## src/rtl/pmod_pkg.sv

```systemverilog
// Shared types, default tick constants and colour codes for the PMOD status
// LED / buzzer unit.
package pmod_pkg;

    typedef enum logic [1:0] {
        BZ_IDLE = 2'd0,
        BZ_ON1  = 2'd1,
        BZ_GAP  = 2'd2,
        BZ_ON2  = 2'd3
    } bz_state_e;

    localparam int DEFAULT_BLINK_TICKS      = 32'd25000000;
    localparam int DEFAULT_BEEP_SHORT_TICKS = 32'd2000000;
    localparam int DEFAULT_BEEP_LONG_TICKS  = 32'd30000000;
    localparam int DEFAULT_BEEP_GAP_TICKS   = 32'd2000000;

    // Colour code bit order is {red, green, blue}.
    localparam logic [2:0] COL_OFF = 3'b000;
    localparam logic [2:0] COL_RED = 3'b100;
    localparam logic [2:0] COL_GRN = 3'b010;
    localparam logic [2:0] COL_BLU = 3'b001;
    localparam logic [2:0] COL_YEL = 3'b110;

    function automatic logic [2:0] colour_select(
        input logic error,
        input logic init_done,
        input logic idle,
        input logic wait_cmd
    );
        logic [2:0] col;
        if (error) begin
            col = COL_RED;
        end else if (!init_done) begin
            col = COL_RED;
        end else if (idle && wait_cmd) begin
            col = COL_YEL;
        end else if (idle) begin
            col = COL_GRN;
        end else begin
            col = COL_BLU;
        end
        return col;
    endfunction

endpackage

```

## src/rtl/pmod_status_unit_pwm_gen.sv

```systemverilog
// Frame-based PWM generator; the duty value is latched once per frame so a
// brightness change never produces a glitched partial frame.
module pmod_pwm_gen #(
    parameter int PWM_PERIOD = 64,
    parameter int PWM_W      = 6
) (
    input  logic             i_clock,
    input  logic             i_reset,
    input  logic [PWM_W-1:0] i_duty,
    output logic             o_pwm,
    output logic             o_frame_wrap
);

    localparam logic [PWM_W-1:0] CNT_LAST = PWM_W'(PWM_PERIOD - 1);

    logic [PWM_W-1:0] cnt_q, cnt_d;
    logic [PWM_W-1:0] duty_q, duty_d;
    logic             load_q, load_d;
    logic             wrap_s;

    // load_q is set only in the first cycle after reset release so the
    // requested brightness is picked up without waiting for a frame wrap.
    always_comb begin
        wrap_s = (cnt_q == CNT_LAST);
        if (wrap_s) begin
            cnt_d = {PWM_W{1'b0}};
        end else begin
            cnt_d = cnt_q + PWM_W'(1);
        end
        if (wrap_s || load_q) begin
            duty_d = i_duty;
        end else begin
            duty_d = duty_q;
        end
        load_d = 1'b0;
    end

    always_ff @(posedge i_clock or posedge i_reset) begin
        if (i_reset) begin
            cnt_q  <= {PWM_W{1'b0}};
            duty_q <= {PWM_W{1'b0}};
            load_q <= 1'b1;
        end else begin
            cnt_q  <= cnt_d;
            duty_q <= duty_d;
            load_q <= load_d;
        end
    end

    assign o_pwm        = (cnt_q < duty_q);
    assign o_frame_wrap = wrap_s;

endmodule

```

## src/rtl/pmod_status_unit.sv

```systemverilog
// PMOD RGB status LED and buzzer driver: PWM brightness, error blink, and an
// edge-triggered short / double / long beep sequencer.
module pmod_status_unit
    import pmod_pkg::*;
#(
    parameter int PWM_PERIOD       = 64,
    parameter int PWM_W            = 6,
    parameter int BLINK_TICKS      = DEFAULT_BLINK_TICKS,
    parameter int BEEP_SHORT_TICKS = DEFAULT_BEEP_SHORT_TICKS,
    parameter int BEEP_LONG_TICKS  = DEFAULT_BEEP_LONG_TICKS,
    parameter int BEEP_GAP_TICKS   = DEFAULT_BEEP_GAP_TICKS,
    parameter int CNT_W            = 32
) (
    input  logic             i_clock,
    input  logic             i_reset,
    input  logic [PWM_W-1:0] i_brightness,
    input  logic             i_init_done,
    input  logic             i_idle,
    input  logic             i_wait_cmd,
    input  logic             i_cmd_valid,
    input  logic             i_error,
    output logic             o_led_r,
    output logic             o_led_g,
    output logic             o_led_b,
    output logic             o_buzzer,
    output logic             o_buzzer_busy
);

    localparam logic [CNT_W-1:0] BLINK_LAST = CNT_W'(BLINK_TICKS - 1);
    localparam logic [CNT_W-1:0] SHORT_LAST = CNT_W'(BEEP_SHORT_TICKS - 1);
    localparam logic [CNT_W-1:0] LONG_LAST  = CNT_W'(BEEP_LONG_TICKS - 1);
    localparam logic [CNT_W-1:0] GAP_LAST   = CNT_W'(BEEP_GAP_TICKS - 1);

    logic pwm_s;
    logic frame_wrap_s;

    pmod_pwm_gen #(
        .PWM_PERIOD (PWM_PERIOD),
        .PWM_W      (PWM_W)
    ) u_pwm_gen (
        .i_clock      (i_clock),
        .i_reset      (i_reset),
        .i_duty       (i_brightness),
        .o_pwm        (pwm_s),
        .o_frame_wrap (frame_wrap_s)
    );

    logic [CNT_W-1:0] blink_cnt_q, blink_cnt_d;
    logic             blink_ph_q, blink_ph_d;
    logic             led_r_q, led_r_d, led_g_q, led_g_d, led_b_q, led_b_d;
    logic             cmd_q, cmd_d, err_q, err_d, init_q, init_d;
    logic             arm_q, arm_d;
    logic             ev_short_s, ev_long_s, ev_double_s;
    bz_state_e        state_q, state_d;
    logic             long_q, long_d, dbl_q, dbl_d;
    logic [CNT_W-1:0] beep_cnt_q, beep_cnt_d;
    logic [CNT_W-1:0] len_last_s;
    logic             buzzer_q, buzzer_d, busy_q, busy_d;
    logic [2:0]       col_s;
    logic             lit_s;

    // Free-running error blink phase.
    always_comb begin
        if (blink_cnt_q == BLINK_LAST) begin
            blink_cnt_d = {CNT_W{1'b0}};
            blink_ph_d  = ~blink_ph_q;
        end else begin
            blink_cnt_d = blink_cnt_q + CNT_W'(1);
            blink_ph_d  = blink_ph_q;
        end
    end

    // LED colour selection, registered one cycle before the pins.
    always_comb begin
        col_s = colour_select(i_error, i_init_done, i_idle, i_wait_cmd);
        lit_s = i_error ? (pwm_s & blink_ph_q) : pwm_s;
        {led_r_d, led_g_d, led_b_d} = col_s & {3{lit_s}};
    end

    // arm_q masks the first cycle after reset so flags already high at
    // release are absorbed into the edge registers instead of firing.
    always_comb begin
        cmd_d       = i_cmd_valid;
        err_d       = i_error;
        init_d      = i_init_done;
        arm_d       = 1'b1;
        ev_short_s  = arm_q & i_cmd_valid & ~cmd_q;
        ev_long_s   = arm_q & i_error & ~err_q;
        ev_double_s = arm_q & i_init_done & ~init_q;
    end

    // Buzzer sequencer; a long beep preempts anything in flight.
    always_comb begin
        state_d    = state_q;
        long_d     = long_q;
        dbl_d      = dbl_q;
        beep_cnt_d = beep_cnt_q + CNT_W'(1);
        len_last_s = long_q ? LONG_LAST : SHORT_LAST;
        if (ev_long_s) begin
            state_d    = BZ_ON1;
            long_d     = 1'b1;
            dbl_d      = 1'b0;
            beep_cnt_d = {CNT_W{1'b0}};
        end else begin
            case (state_q)
                BZ_IDLE: begin
                    beep_cnt_d = {CNT_W{1'b0}};
                    if (ev_double_s) begin
                        state_d = BZ_ON1;
                        long_d  = 1'b0;
                        dbl_d   = 1'b1;
                    end else if (ev_short_s) begin
                        state_d = BZ_ON1;
                        long_d  = 1'b0;
                        dbl_d   = 1'b0;
                    end else begin
                        state_d = BZ_IDLE;
                    end
                end
                BZ_ON1: begin
                    if (beep_cnt_q == len_last_s) begin
                        beep_cnt_d = {CNT_W{1'b0}};
                        state_d    = dbl_q ? BZ_GAP : BZ_IDLE;
                    end else begin
                        state_d = BZ_ON1;
                    end
                end
                BZ_GAP: begin
                    if (beep_cnt_q == GAP_LAST) begin
                        beep_cnt_d = {CNT_W{1'b0}};
                        state_d    = BZ_ON2;
                    end else begin
                        state_d = BZ_GAP;
                    end
                end
                BZ_ON2: begin
                    if (beep_cnt_q == SHORT_LAST) begin
                        beep_cnt_d = {CNT_W{1'b0}};
                        state_d    = BZ_IDLE;
                    end else begin
                        state_d = BZ_ON2;
                    end
                end
                default: begin
                    state_d    = BZ_IDLE;
                    beep_cnt_d = {CNT_W{1'b0}};
                end
            endcase
        end
        buzzer_d = (state_d == BZ_ON1) || (state_d == BZ_ON2);
        busy_d   = (state_d != BZ_IDLE);
    end

    // All state and output registers.
    always_ff @(posedge i_clock or posedge i_reset) begin
        if (i_reset) begin
            blink_cnt_q <= {CNT_W{1'b0}};
            blink_ph_q  <= 1'b0;
            led_r_q     <= 1'b0;
            led_g_q     <= 1'b0;
            led_b_q     <= 1'b0;
            cmd_q       <= 1'b0;
            err_q       <= 1'b0;
            init_q      <= 1'b0;
            arm_q       <= 1'b0;
            state_q     <= BZ_IDLE;
            long_q      <= 1'b0;
            dbl_q       <= 1'b0;
            beep_cnt_q  <= {CNT_W{1'b0}};
            buzzer_q    <= 1'b0;
            busy_q      <= 1'b0;
        end else begin
            blink_cnt_q <= blink_cnt_d;
            blink_ph_q  <= blink_ph_d;
            led_r_q     <= led_r_d;
            led_g_q     <= led_g_d;
            led_b_q     <= led_b_d;
            cmd_q       <= cmd_d;
            err_q       <= err_d;
            init_q      <= init_d;
            arm_q       <= arm_d;
            state_q     <= state_d;
            long_q      <= long_d;
            dbl_q       <= dbl_d;
            beep_cnt_q  <= beep_cnt_d;
            buzzer_q    <= buzzer_d;
            busy_q      <= busy_d;
        end
    end

    assign o_led_r       = led_r_q;
    assign o_led_g       = led_g_q;
    assign o_led_b       = led_b_q;
    assign o_buzzer      = buzzer_q;
    assign o_buzzer_busy = busy_q;

endmodule

```

## config.mk

```make
export PLATFORM = sky130hd
export DESIGN_NAME = pmod_status_unit
export DESIGN_NICKNAME = d
export VERILOG_FILES = /design/src/rtl/pmod_pkg.sv /design/src/rtl/pmod_status_unit_pwm_gen.sv /design/src/rtl/pmod_status_unit.sv
export SDC_FILE = /design/constraint.sdc
export NUM_CORES = 1
export LEC_CHECK = 0
export ABC_AREA = 1
export BUFFER_PORTS_ARGS = -buffer_cell sky130_fd_sc_hd__buf_4
export CAP_MARGIN = 20
export CELL_PAD_IN_SITES_DETAIL_PLACEMENT = 2
export CELL_PAD_IN_SITES_GLOBAL_PLACEMENT = 2
export CORE_MARGIN = 2
export CORE_UTILIZATION = 40
export DETAILED_ROUTE_END_ITERATION = 10
export PLACE_DENSITY_LB_ADDON = 0.05
export SYNTH_ARGS = -nofsm -noshare
export SYNTH_HDL_FRONTEND = slang
export SYNTH_SLANG_ARGS = --single-unit
```

## constraint.sdc

```tcl
create_clock -name i_clock -period 7.2 [get_ports i_clock]
set_clock_uncertainty 0.2 [all_clocks]
set_input_delay 0.72 -clock i_clock [delete_from_list [all_inputs] [get_ports i_clock]]
set_output_delay 0.72 -clock i_clock [all_outputs]
set_load 0.02 [all_outputs]
```

# Yosys cells after proc, flatten, opt, wreduce, memory -nomap -nowiden
# Index checks and enable logic that the tools add are counted.
# classes
bitwise_logic	12
eq_ne	9
reduce_logical	9
n_lt_le_gt_ge	1
n_addsub	3
mux	27
# ops
op	n
$mux W32	4
$pmux W32 S3	1
$add A32 B1 Y32 const B	2
$eq A32 B21 Y1 const B	1
$eq A32 B25 Y1	1
$eq A32 B25 Y1 const B	1
$mux W25	1
$mux W1	11
$mux W2	5
$mux W3	3
$pmux W2 S4	1
$and A1 B1 Y1	7
$add A6 B1 Y6 const B	1
$eq A2 B2 Y1 const B	3
$eq A6 B6 Y1 const B	1
$lt A6 B6 Y1	1
$mux W6	1
$eq A2 B1 Y1 const B	2
$not A1 Y1	4
$reduce_bool A2 Y1	2
$and A3 B3 Y3	1
$reduce_bool A3 Y1	1
$logic_not A2 Y1	1
$logic_or A1 B1 Y1	2
3 further kinds	3
# word_totals
output_inout_bits	5
word_cells	79
reg_bits	91
input_bits	13

# Logic depth before layout (Yosys ltp)
# logic_depth
ltp_word	8
ltp_mapped	12
mapped_depth_nobuf	11

# Hierarchy
# A second synthesis with hierarchy kept.
# hier_totals
hier_cells	693
hier_area_um2	5227.5
# by_module_without_submodules
module	n_inst	cells_per_inst	area_each_um2
pmod_status_unit	1	609	4531.8
pmod_pwm_gen	1	84	695.7

# Worst setup path after synthesis
# Ideal clock, no wire load.
# synth_timing
path_type	in2reg
from	input port i_error
to	register beep_cnt_q[22]
n_path_buf	1
arrival_ns	1.590
required_time_ns	6.880
cell_stages	8
path_slack_ns	5.290
cell_sequence	inv_1 -> nor3_1 -> inv_1 -> o21ai_2 -> inv_1 -> nand2_4 -> buf_6 -> nor2_1
# synth_via
elab_chain_len	3
# synth_lines
element	line	rtl
start: declaration	pmod_status_unit.sv:21	input logic i_error,
$and A1 B1 Y1 (2 in a row)	pmod_status_unit.sv:88	ev_long_s = arm_q & i_error & ~err_q;
$mux W32	pmod_status_unit.sv:99	if (ev_long_s) begin
named net beep_cnt_d[22]	pmod_status_unit.sv:56	logic [CNT_W-1:0] beep_cnt_q, beep_cnt_d;
end signal: assignment	pmod_status_unit.sv:169	beep_cnt_q <= {CNT_W{1'b0}};
end signal: assignment	pmod_status_unit.sv:185	beep_cnt_q <= beep_cnt_d;
end: declaration	pmod_status_unit.sv:56	
# The timed path passes the listed nets, and every way through them passes these cells.
# A chain may end at the register's enable or synchronous reset.

# Worst setup path after layout
# layout_timing
from	register beep_cnt_q[13]
to	register beep_cnt_q[18]
# layout_via
elab_chain_len	4
word_cells_on_any_way	7
classes_between	add/sub (1); eq/ne (2); mux (4)
# layout_lines
element	line	rtl
$add A32 B1 Y32 (tied with other cells)	pmod_status_unit.sv:97	beep_cnt_d = beep_cnt_q + CNT_W'(1);
$mux W32 (on tied branches)	pmod_status_unit.sv:129, pmod_status_unit.sv:137, pmod_status_unit.sv:121	
$pmux W32 S3 (*)	pmod_status_unit.sv:105	case (state_q)
$mux W32 (*)	pmod_status_unit.sv:99	
named net beep_cnt_d[18]	pmod_status_unit.sv:56	
# Mark *: on every way through the listed nets, which the timed path passes. The rest lies on a longest branch.

==> impl_metrics.json <==
{
  "syn_inst": 687,
  "grt_pass1_vias": 5344,
  "seq_power_share": 0.489,
  "setup_slack_ns": 5.072,
  "cts.sinks": 90,
  "gp_congestion": 0.8036,
  "fin_nets": 728,
  "yosysWarnings": 0,
  "max_cap_violations": 0,
  "multiInputGateArea_mm2": 0.002495,
  "ctsResizeCount": 0,
  "switchingPower_uw": 287.2,
  "cts_tree": "done",
  "clk_root_buffer_cell": "clkbuf_16",
  "ir_worst_vdd_mv": 0.1063,
  "clockPowerShare": 0.443,
  "slew_headroom": 0.4347,
  "die_h_um": 118.0,
  "cellLeakagePower_nw": 2.612,
  "comb_power_share": 0.068,
  "hold_violations": 0,
  "die_x_um": 118.0,
  "first_iter_violations": 152,
  "rows": 41,
  "arrival_ns": 2.17,
  "n_antenna_cell": 0,
  "syn_area_mm2": 0.005194,
  "initial_core_util": 0.4099,
  "finalWirelength_um": 16050,
  "dieArea_mm2": 0.01391,
  "max_clock_freq_ghz": 0.4700,
  "synth-seq-cells": 90,
  "dpl.hpwl_um": 12340,
  "grt_util_all_layers": 0.2478,
  "p_per_area_mw_per_mm2": 191.9,
  "grt_pass1_wl_um": 27210,
  "tns_ns": 0,
  "tightest_slew_ns": 0.8480,
  "place_ws_ns": 4.860,
  "grt_start_max_net_pins": 68,
  "status": "complete, no violations",
  "wl_per_cell_um": 18.15,
  "swShare": 0.2585,
  "crit_type": "flop to flop",
  "drt-met1-wl_um": 6448,
  "cts_buffer_depth": 2,
  "viasPerCell": 5.187,
  "min_path_type": "input pin to asynchronous set/reset pin",
  "core_mm2": 0.01267,
  "cts_inserted_buffers": 9,
  "antenna_found_initial": 0,
  "synth-seq-area-share": 0.4339,
  "met3_length_um": 213,
  "critical_path_peak_fanout": 4,
  "clk_latency_ns": 0.36,
  "layout-drive-gt1-share": 0.09691,
  "hold_buffers": 0,
  "met2_length_um": 8865,
  "drt_first_pass_iters": 4,
  "dp_cells": 868,
  "post_layout_nonfiller_instances": 884,
  "finalSetupViolations": 0,
  "top_layer": "met4",
  "ff_latch_area_mm2": 0.002253,
  "grt-ovfl-total": 0,
  "avgSynthCellArea_um2": 7.560,
  "min_period_over_period": 0.2955,
  "worst-r2r-cell-count": 6,
  "numPortBuffers": 17,
  "netlist_top_cells_area": "dfrtp_1, nand2_1, nor2_1, inv_1, xor2_1",
  "synth_top_area_share": 0.4288,
  "yosysUniqueCellTypes": 37,
  "nFillCells": 1510,
  "syn-num-nets": 708,
  "crit_required_ns": 7.24,
  "drc": 0,
  "start_kind": "flop",
  "power.internal_uw": 823.7,
  "rsz0062_at_grt": "no",
  "period_minus_slack_ns": 2.128,
  "cts.reportedPaths.clkPinSlew_ns": 0.07,
  "area_growth_pct": 11.44,
  "drv_slew": 0,
  "critPathCaptureType": "flop",
  "yosysTopAreaCell": "dfrtp_1",
  "ant_nets": 0,
  "ioPinCount": 18,
  "cts_setup_buffers": 0,
  "dr_total_vias": 4585,
  "h-tree-depth": 3
}
-- Yosys cell counts --
master / count
inv_1: 101
nor4_1: 1
nand2_1: 151
ha_1: 8
o21a_1: 2
nand3b_1: 2
nand2_4: 1
nand3_1: 25
o21ai_2: 1
inv_2: 2
clkbuf_2: 1
nand2_2: 5
nand3_2: 5
a221oi_1: 1
buf_6: 2
nor2_4: 4
nor3_1: 39
nor3_4: 1
nor2_2: 6
dfstp_2: 1
nor3_2: 7
dfrtp_1: 89
o21bai_1: 3
or2_2: 1
and2_1: 2
nand4_1: 29
nor2_1: 120
xnor2_1: 8
a21oi_1: 8
xor2_1: 35
buf_2: 4
o21ai_0: 16
clkbuf_1: 1
and3_1: 1
conb_1: 2
o2111ai_1: 1
buf_4: 1
-- power groups by stage --
stage | Clock (mW) | Combinational, mW | Sequential, mW
after floorplan | 0 | 0.0524 | 0.548
after global placement | 0 | 0.0706 | 0.551
after detailed placement | 0 | 0.0750 | 0.552
after CTS | 0.504 | 0.0779 | 0.544
after global routing | 0.525 | 0.0866 | 0.546
final | 0.493 | 0.0751 | 0.543
-- flip-flops by register name (all words and copies together) (netlist names), 2 cells and up --
| register | flops |
|---|---|
| beep_cnt_q | 32 |
| u_pwm_gen.duty_q | 6 |
| state_q | 2 |
| u_pwm_gen.cnt_q | 6 |
| blink_cnt_q | 32 |
-- placed cells by master (no fill, tap or decap), types with 3 or more instances in the layout --
master | netlist | final
xor2_1 | 35 | 35
nand3_1 | 25 | 25
nor2_1 | 120 | 120
inv_6 | 0 | 3
nand2_2 | 5 | 5
nor2_2 | 6 | 6
o21bai_1 | 3 | 3
a21oi_1 | 8 | 8
clkbuf_16 | 0 | 9
nand4_1 | 29 | 29
nor3_2 | 7 | 7
inv_1 | 101 | 100
dfrtp_1 | 89 | 89
ha_1 | 8 | 8
buf_4 | 1 | 18
nor3_1 | 39 | 39
o21ai_0 | 16 | 16
nand2_1 | 151 | 151
nor2_4 | 4 | 4
nand3_2 | 5 | 5
xnor2_1 | 8 | 8
-- metrics by stage --
step                area (µm²)  power [mW]  hold slack [ns]    util
finish                    5788       1.111           0.1275  0.4568
global route              5788       1.157           0.1508  0.4568
CTS                       5788       1.126           0.1358  0.4568
detailed placement        5488      0.6274           0.2584  0.4331
global placement          5488      0.6219           0.2506  0.4331
floorplan                 5194      0.6000           0.2286       -
-- kinds of logic after synthesis --
kind of cell / Yosys count / share of synthesized area
AND/OR/NAND/NOR: 400 / 0.3517
adder cells (fa/ha/maj): 8 / 0.01927
XOR/XNOR: 43 / 0.07251
flip-flops: 90 / 0.4339
AO/OA/AOI/OAI: 32 / 0.03541
buffers and inverters: 112 / 0.08576
other: 2 / 0.001446
-- routing by layer --
layer | GRT usage | vias to the layer above
met2 | 0.4742 | 39
li1 | - | 2197
met5 | 0 | -
met1 | 0.2743 | 2318
met4 | 0.1084 | 0
met3 | 0.02665 | 31
-- critical path: stages (launching register included) --
cell and delay (ns):
dfrtp_1 0.44, inv_1 0.11, nor3_1 0.47, nand2_1 0.14, nor3_1 0.37, xor2_1 0.22
nor2_2 0.06
-- path summary, 6_finish.rpt --
path / start / to / slack [ns]
worst max-delay path: beep_cnt_q[13]$_DFF_PP0_ / beep_cnt_q[18]$_DFF_PP0_ / 5.07
worst min register to register: beep_cnt_q[0]$_DFF_PP0_ / beep_cnt_q[0]$_DFF_PP0_ / 0.26
max in group asynchronous: i_reset / blink_cnt_q[6]$_DFF_PP0_ / 5.52
worst max register to register: beep_cnt_q[13]$_DFF_PP0_ / beep_cnt_q[18]$_DFF_PP0_ / 5.07
min in group i_clock: beep_cnt_q[0]$_DFF_PP0_ / beep_cnt_q[0]$_DFF_PP0_ / 0.26
worst min-delay path: i_reset / state_q[0]$_DFF_PP0_ / 0.13
-- layout make-up --
cell class / instances / share of cell area
Clock buffer: 9 / 0.03891
Tap cell: 172 / 0.03718
Inverter: 103 / 0.06723
Sequential cell: 90 / 0.3893
Multi-Input combinational cell: 485 / 0.4310
Clock inverter: 7 / 0.01297
Timing Repair Buffer: 18 / 0.02335
Note: power is estimated with default switching activity, not from simulation.
